$ cat src/rtl/mem_access_unit_if.sv
// mem_access_unit_if: data-memory bus between the access unit (master) and memory (slave).
interface mem_access_unit_if;
    logic        req;
    logic        we;
    logic [31:0] addr;
    logic [31:0] wdata;
    logic [3:0]  be;
    logic        ack;
    logic [31:0] rdata;
    modport master (output req, we, addr, wdata, be, input ack, rdata);
    modport slave  (input req, we, addr, wdata, be, output ack, rdata);
endinterface

$ cat src/rtl/mem_access_unit.sv
// mem_access_unit: MEM-stage load/store sequencer with alignment check, lane steering,
// load formatting, pipeline stall and bus timeout.
module mem_access_unit #(
    parameter int DATA_WIDTH  = 32,
    parameter int TIMEOUT_CYC = 255
) (
    input  logic                  clk,
    input  logic                  i_rst,
    input  logic                  i_regWrite,
    input  logic                  i_memRead,
    input  logic                  i_memWrite,
    input  logic                  i_memToReg,
    input  logic [1:0]            i_dataSize,
    input  logic [2:0]            i_func3,
    input  logic [DATA_WIDTH-1:0] i_alu,
    input  logic [DATA_WIDTH-1:0] i_data2,
    input  logic [4:0]            i_rd_addr,
    mem_access_unit_if.master     dmem,
    output logic                  o_stall,
    output logic                  o_regWrite,
    output logic                  o_memToReg,
    output logic [4:0]            o_rd_addr,
    output logic [DATA_WIDTH-1:0] o_alu,
    output logic [DATA_WIDTH-1:0] o_load_data,
    output logic                  o_misalign,
    output logic                  o_bus_err
);
    localparam int CW = $clog2(TIMEOUT_CYC + 1);
    typedef enum logic [1:0] {IDLE, BUSY, DONE} state_t;
    state_t          r_state;
    logic            r_req, r_we, r_bus_err;
    logic [31:0]     r_addr, r_wdata, r_load;
    logic [3:0]      r_be;
    logic [1:0]      r_off;
    logic [2:0]      r_func3;
    logic [CW-1:0]   r_cnt;
    logic            w_access, w_aligned, w_op, w_mis;
    logic [3:0]      w_be;
    logic [31:0]     w_wdata, w_shift, w_load;
    assign w_access  = i_memRead | i_memWrite;
    assign w_aligned = (i_dataSize == 2'b00) | (i_dataSize == 2'b01 & ~i_alu[0]) |
                       (i_dataSize == 2'b10 & i_alu[1:0] == 2'b00);
    assign w_op      = (r_state == IDLE) & w_access & w_aligned;
    assign w_mis     = (r_state == IDLE) & w_access & ~w_aligned;
    assign w_be      = ~i_memWrite ? 4'hf :
                       i_dataSize == 2'b00 ? 4'b0001 << i_alu[1:0] :
                       i_dataSize == 2'b01 ? 4'b0011 << i_alu[1:0] : 4'hf;
    assign w_wdata   = i_dataSize == 2'b00 ? {4{i_data2[7:0]}} :
                       i_dataSize == 2'b01 ? {2{i_data2[15:0]}} : i_data2;
    // Shift the addressed lane down to bit 0, then extend by func3[2].
    assign w_shift   = dmem.rdata >> {r_off, 3'b000};
    assign w_load    = r_func3[1:0] == 2'b00 ? {{24{~r_func3[2] & w_shift[7]}}, w_shift[7:0]} :
                       r_func3[1:0] == 2'b01 ? {{16{~r_func3[2] & w_shift[15]}}, w_shift[15:0]} :
                       dmem.rdata;
    always_ff @(posedge clk or posedge i_rst) begin
        if (i_rst) begin
            r_state   <= IDLE;
            r_req     <= 1'b0;
            r_we      <= 1'b0;
            r_bus_err <= 1'b0;
            r_addr    <= '0;
            r_wdata   <= '0;
            r_load    <= '0;
            r_be      <= '0;
            r_off     <= '0;
            r_func3   <= '0;
            r_cnt     <= '0;
        end else begin
            case (r_state)
                IDLE: if (w_op) begin
                    r_state <= BUSY;
                    r_req   <= 1'b1;
                    r_we    <= i_memWrite;
                    r_addr  <= {i_alu[31:2], 2'b00};
                    r_be    <= w_be;
                    r_wdata <= w_wdata;
                    r_off   <= i_alu[1:0];
                    r_func3 <= i_func3;
                    r_cnt   <= '0;
                end
                BUSY: if (dmem.ack) begin
                    r_req   <= 1'b0;
                    r_state <= DONE;
                    if (!r_we) r_load <= w_load;
                end else if (r_cnt == CW'(TIMEOUT_CYC - 1)) begin
                    r_req     <= 1'b0;
                    r_bus_err <= 1'b1;
                    r_state   <= DONE;
                end else begin
                    r_cnt <= r_cnt + 1'b1;
                end
                DONE: begin
                    r_state   <= IDLE;
                    r_bus_err <= 1'b0;
                end
                default: r_state <= IDLE;
            endcase
        end
    end
    assign dmem.req    = r_req;
    assign dmem.we     = r_we;
    assign dmem.addr   = r_addr;
    assign dmem.wdata  = r_wdata;
    assign dmem.be     = r_be;
    assign o_stall     = w_op | (r_state == BUSY);
    // r_bus_err is only ever set during DONE, so it also marks a timed-out DONE.
    assign o_regWrite  = i_regWrite & ~o_stall & ~w_mis & ~r_bus_err;
    assign o_memToReg  = i_memToReg;
    assign o_rd_addr   = i_rd_addr;
    assign o_alu       = i_alu;
    assign o_load_data = r_load;
    assign o_misalign  = w_mis;
    assign o_bus_err   = r_bus_err;
endmodule

$ cat src/flat_wrapper.sv
// flat-port wrapper written by rule: the top's interface ports become plain ports
module mem_access_unit_flat 
#(
    parameter int DATA_WIDTH  = 32,
    parameter int TIMEOUT_CYC = 255
)
  (clk, i_rst, i_regWrite, i_memRead, i_memWrite, i_memToReg, i_dataSize, i_func3, i_alu, i_data2, i_rd_addr, o_stall, o_regWrite, o_memToReg, o_rd_addr, o_alu, o_load_data, o_misalign, o_bus_err, dmem_req, dmem_we, dmem_addr, dmem_wdata, dmem_be, dmem_ack, dmem_rdata);
  mem_access_unit_if dmem_i ();
  input  logic clk;
  input  logic i_rst;
  input  logic i_regWrite;
  input  logic i_memRead;
  input  logic i_memWrite;
  input  logic i_memToReg;
  input  logic [1:0] i_dataSize;
  input  logic [2:0] i_func3;
  input  logic [DATA_WIDTH-1:0] i_alu;
  input  logic [DATA_WIDTH-1:0] i_data2;
  input  logic [4:0] i_rd_addr;
  output logic o_stall;
  output logic o_regWrite;
  output logic o_memToReg;
  output logic [4:0] o_rd_addr;
  output logic [DATA_WIDTH-1:0] o_alu;
  output logic [DATA_WIDTH-1:0] o_load_data;
  output logic o_misalign;
  output logic o_bus_err;
  output wire logic [$bits(dmem_i.req)-1:0] dmem_req;
  output wire logic [$bits(dmem_i.we)-1:0] dmem_we;
  output wire logic [$bits(dmem_i.addr)-1:0] dmem_addr;
  output wire logic [$bits(dmem_i.wdata)-1:0] dmem_wdata;
  output wire logic [$bits(dmem_i.be)-1:0] dmem_be;
  input wire logic [$bits(dmem_i.ack)-1:0] dmem_ack;
  input wire logic [$bits(dmem_i.rdata)-1:0] dmem_rdata;
  assign dmem_req = dmem_i.req;
  assign dmem_we = dmem_i.we;
  assign dmem_addr = dmem_i.addr;
  assign dmem_wdata = dmem_i.wdata;
  assign dmem_be = dmem_i.be;
  assign dmem_i.ack = dmem_ack;
  assign dmem_i.rdata = dmem_rdata;
  mem_access_unit #(.DATA_WIDTH(DATA_WIDTH), .TIMEOUT_CYC(TIMEOUT_CYC)) u_core (.clk(clk), .i_rst(i_rst), .i_regWrite(i_regWrite), .i_memRead(i_memRead), .i_memWrite(i_memWrite), .i_memToReg(i_memToReg), .i_dataSize(i_dataSize), .i_func3(i_func3), .i_alu(i_alu), .i_data2(i_data2), .i_rd_addr(i_rd_addr), .dmem(dmem_i), .o_stall(o_stall), .o_regWrite(o_regWrite), .o_memToReg(o_memToReg), .o_rd_addr(o_rd_addr), .o_alu(o_alu), .o_load_data(o_load_data), .o_misalign(o_misalign), .o_bus_err(o_bus_err));
endmodule
$ cat config.mk
export PLATFORM = sky130hd
export DESIGN_NAME = mem_access_unit_flat
export DESIGN_NICKNAME = d
export VERILOG_FILES = /design/src/rtl/mem_access_unit_if.sv /design/src/rtl/mem_access_unit.sv /design/src/flat_wrapper.sv
export SDC_FILE = /design/constraint.sdc
export NUM_CORES = 1
export LEC_CHECK = 0
export ABC_CLOCK_PERIOD_IN_PS = 5000
export BUFFER_PORTS_ARGS = -buffer_cell sky130_fd_sc_hd__clkbuf_2
export CAP_MARGIN = 25
export CORE_MARGIN = 4
export CORE_UTILIZATION = 48
export DETAILED_ROUTE_END_ITERATION = 10
export HOLD_SLACK_MARGIN = 0.03
export PLACE_DENSITY_LB_ADDON = 0.2
export SLEW_MARGIN = 20
export SYNTH_ARGS = -nofsm -noshare
export SYNTH_HDL_FRONTEND = slang
export SYNTH_SLANG_ARGS = --single-unit
$ cat constraint.sdc
create_clock -name clk -period 5 [get_ports clk]
set_input_delay 1 -clock clk [delete_from_list [all_inputs] [get_ports clk]]
set_output_delay 1 -clock clk [all_outputs]
set_load 0.01 [all_outputs]
==> summary.txt <==
status -> completed
highest-count cells in the layout ignoring fill and taps -> clkbuf_2, dfrtp_1, nand2_1
DRC Markers -> 0
root buf cell -> clkbuf_16
max_cap viols -> 0
Initial Util -> 49.83%
Max-slew headroom -> 45.17%
routed via count -> 4852
Post-CTS Setup Bufs -> 0
final count of hold timing violations -> 0
Synth Instances -> 551
CTS Buf Count -> 17
FILL cells -> 963
worst hold-check path type -> register to register
HPWL after DPL -> 11210 microns
Top Family by Delay on Critical Path -> simple AND/OR/NAND/NOR gates
Core Region -> 11610 sq um
fmax -> 323.3 MHz
Worst Path Arrival -> 2.09 ns
routed vias/inst -> 5.373
row cnt -> 39
multi-input logic area -> 2432 sq um
Routability Congestion -> 0.8291
worst-margin pin slew -> 0.8224 ns
most common cell after layout, fill and taps aside -> clkbuf_2
Yosys top cell area share -> 50.16%
final slew viol count -> 0
Gates resized, CTS repair -> 0
top-level I/O count -> 257
Max Clock Skew -> 0.006674 ns
CTS Hold Bufs -> 0
first drt pass iteration count -> 4
Synth Warn # -> 0
first-pass GRT wire length -> 25300 microns
Avg Cell Area, Syn -> 10.50 sq um
nets -> 866
#FFs+latches synth -> 116
number of synthesized flops with an enable pin -> 0
placed cell areas -> 6808 sq um
grt ovf -> 0
cell depth of the worst setup path -> 7
Final setup viols -> 0
CP max stage delay -> 0.30 ns
power per cell area -> 553.4 nW/um^2
Seq/Total Area, Yosys -> 50.16%
layout cells sized above 1 -> 39.08%
worst-skew pair later-pin latency -> 0.41 ns
leakage -> 3.766 nW
CP cell instances -> clkbuf_2, inv_1, ha_1, nor2b_1, o221ai_4, nand2_1, clkbuf_2
CP dominant cell by count -> clkbuf_2
drt first-iter violations -> 241
Reg area -> 2903 sq um
average wire per standard cell -> 16.61 microns
RSZ-0062 raised after global routing -> no
maximum VDD drop -> 0.0002841 V
Total GRT Usage -> 22.32%
worst reg2reg path depth -> 4
final design area excluding fillers -> 7430 sq um
Clock Tree Buf Depth -> 2
Async SR Flop Fraction -> 100.0%
R2R Setup Slk -> 2.67 ns
Post-Syn Area -> 5787 sq um
n_diodes -> 0
final WL -> 15000 microns
clock-pin slew on the worst setup and hold paths -> 0.05 ns
Req. time, crit path -> 4.00 ns
chip height -> 117.8 microns
I/O Buffers -> 242
Die Wd -> 117.8 microns
ys flop type -> dfrtp_1
H-tree lvl count -> 4
top cells by area, synth -> dfrtp_1, mux2_1, buf_4
die area -> 13880 sq um
synth unique cells -> 48
crit path capture type -> output port
fin crit share -> 61.86%
CP bufs+invs -> 3
vias in the first global route -> 5039
largest net degree at the start of global routing -> 107
setup TNS -> 0 ns
Startpoint Class -> input port
clock sinks -> 116
crit path kind -> input port to output port
Tmin final -> 3.093 ns
cell depth of the worst hold path -> 2
Layout area overhead -> 28.39%
TritonCTS clock tree -> built
critical-path maximum fanout -> 6
slowest CP cell -> nor2b_1
initial antenna violation count -> 0
Yosys top cell by area -> dfrtp_1
Post-DRT Antenna Nets -> 0
WHS -> 0.4768 ns
-- final cells by class --
class	count	area share, %
flip-flops and latches	116	39.07
multi-input cells	357	32.74
repair buffers	249	17.65
clock buffers	22	6.383
well taps	143	2.408
clock inverters	10	1.415
inverters	6	0.3368
-- through the flow --
stage,cells,worst slack (ns),total power [mW],utilization [%]
finish,903,1.907,4.111,63.97
global route,903,1.779,4.384,63.97
CTS,901,1.894,4.141,63.61
detailed placement,869,1.752,2.942,58.62
global placement,868,1.813,2.890,58.38
floorplan,552,0.9276,2.354,-
-- per-layer routing --
| layer | track usage, % | part of all wire, % | up-vias | wire [microns] |
|---|---|---|---|---|
| met5 | 0 | 0 | - | 0 |
| met4 | 9.158 | 2.2 | 0 | 336 |
| met3 | 8.457 | 9.3 | 30 | 1400 |
| met2 | 35.79 | 48 | 212 | 7186 |
| met1 | 27.14 | 41 | 2307 | 6075 |
| li1 | - | - | 2303 | - |
-- path summary, 6_finish.rpt --
check,startpoint,to
worst max-delay path,i_alu[1],o_stall
worst min-delay path,u_core.dmem.be[1],u_core.dmem.be[1]
worst max register to register,u_core.r_off[1],u_core.o_load_data[31]
worst min register to register,u_core.dmem.be[1],u_core.dmem.be[1]
max in group asynchronous,i_rst,u_core.r_off[1]
min in group asynchronous,i_rst,u_core.o_load_data[7]
-- synth_stat cells (2+ instances only) --
cell	n
a211oi_1	3
nor3b_1	2
o2bb2ai_1	5
nor2b_1	9
a21oi_1	20
inv_1	6
a22oi_1	13
mux2_2	9
o21bai_1	2
nand3b_1	2
o21a_1	7
or3_1	2
nand2_1	62
o21ai_0	35
mux2_1	40
mux2i_1	29
nand2b_1	2
o32ai_1	2
o21ai_1	3
ha_1	6
a21o_1	2
o211ai_1	11
nor3_1	2
clkbuf_1	14
xor2_1	2
dfrtp_1	116
nor2_1	29
and3b_1	2
nor3b_2	2
buf_2	18
buf_4	41
nand3_1	37
-- state kept, by name (all words and copies together) (netlist names), 2 cells and up --
name                cells
u_core.dmem.wdata      32
u_core.o_load_data     32
u_core.dmem.addr       30
u_core.r_cnt            8
u_core.dmem.be          4
u_core.r_func3          3
u_core.r_off            2
u_core.r_state          2
-- logic make-up after synthesis --
group | Yosys count | share of synthesized area, %
AND/OR/NAND/NOR | 161 | 13.49
flip-flops | 116 | 50.16
AO/OA/AOI/OAI | 108 | 11.96
buffers and inverters | 79 | 8.173
multiplexers | 78 | 14.55
adder cells (fa/ha/maj) | 6 | 1.297
XOR/XNOR | 2 | 0.3028
other | 1 | 0.06480
-- power breakdown --
group          switching, mW  internal, mW  total [mW]
Sequential             0.279          1.31        1.59
Combinational          0.738         0.602        1.34
Clock                  0.414         0.766        1.18
Total                   1.43          2.68        4.11
-- worst reg2reg max path, stage by stage (launching register included) --
cell,delay [ns]
dfrtp_1,0.87
mux2i_1,0.37
mux2i_1,0.13
o2111ai_2,0.61
nand3_1,0.18
(Power assumes the default switching activity.)
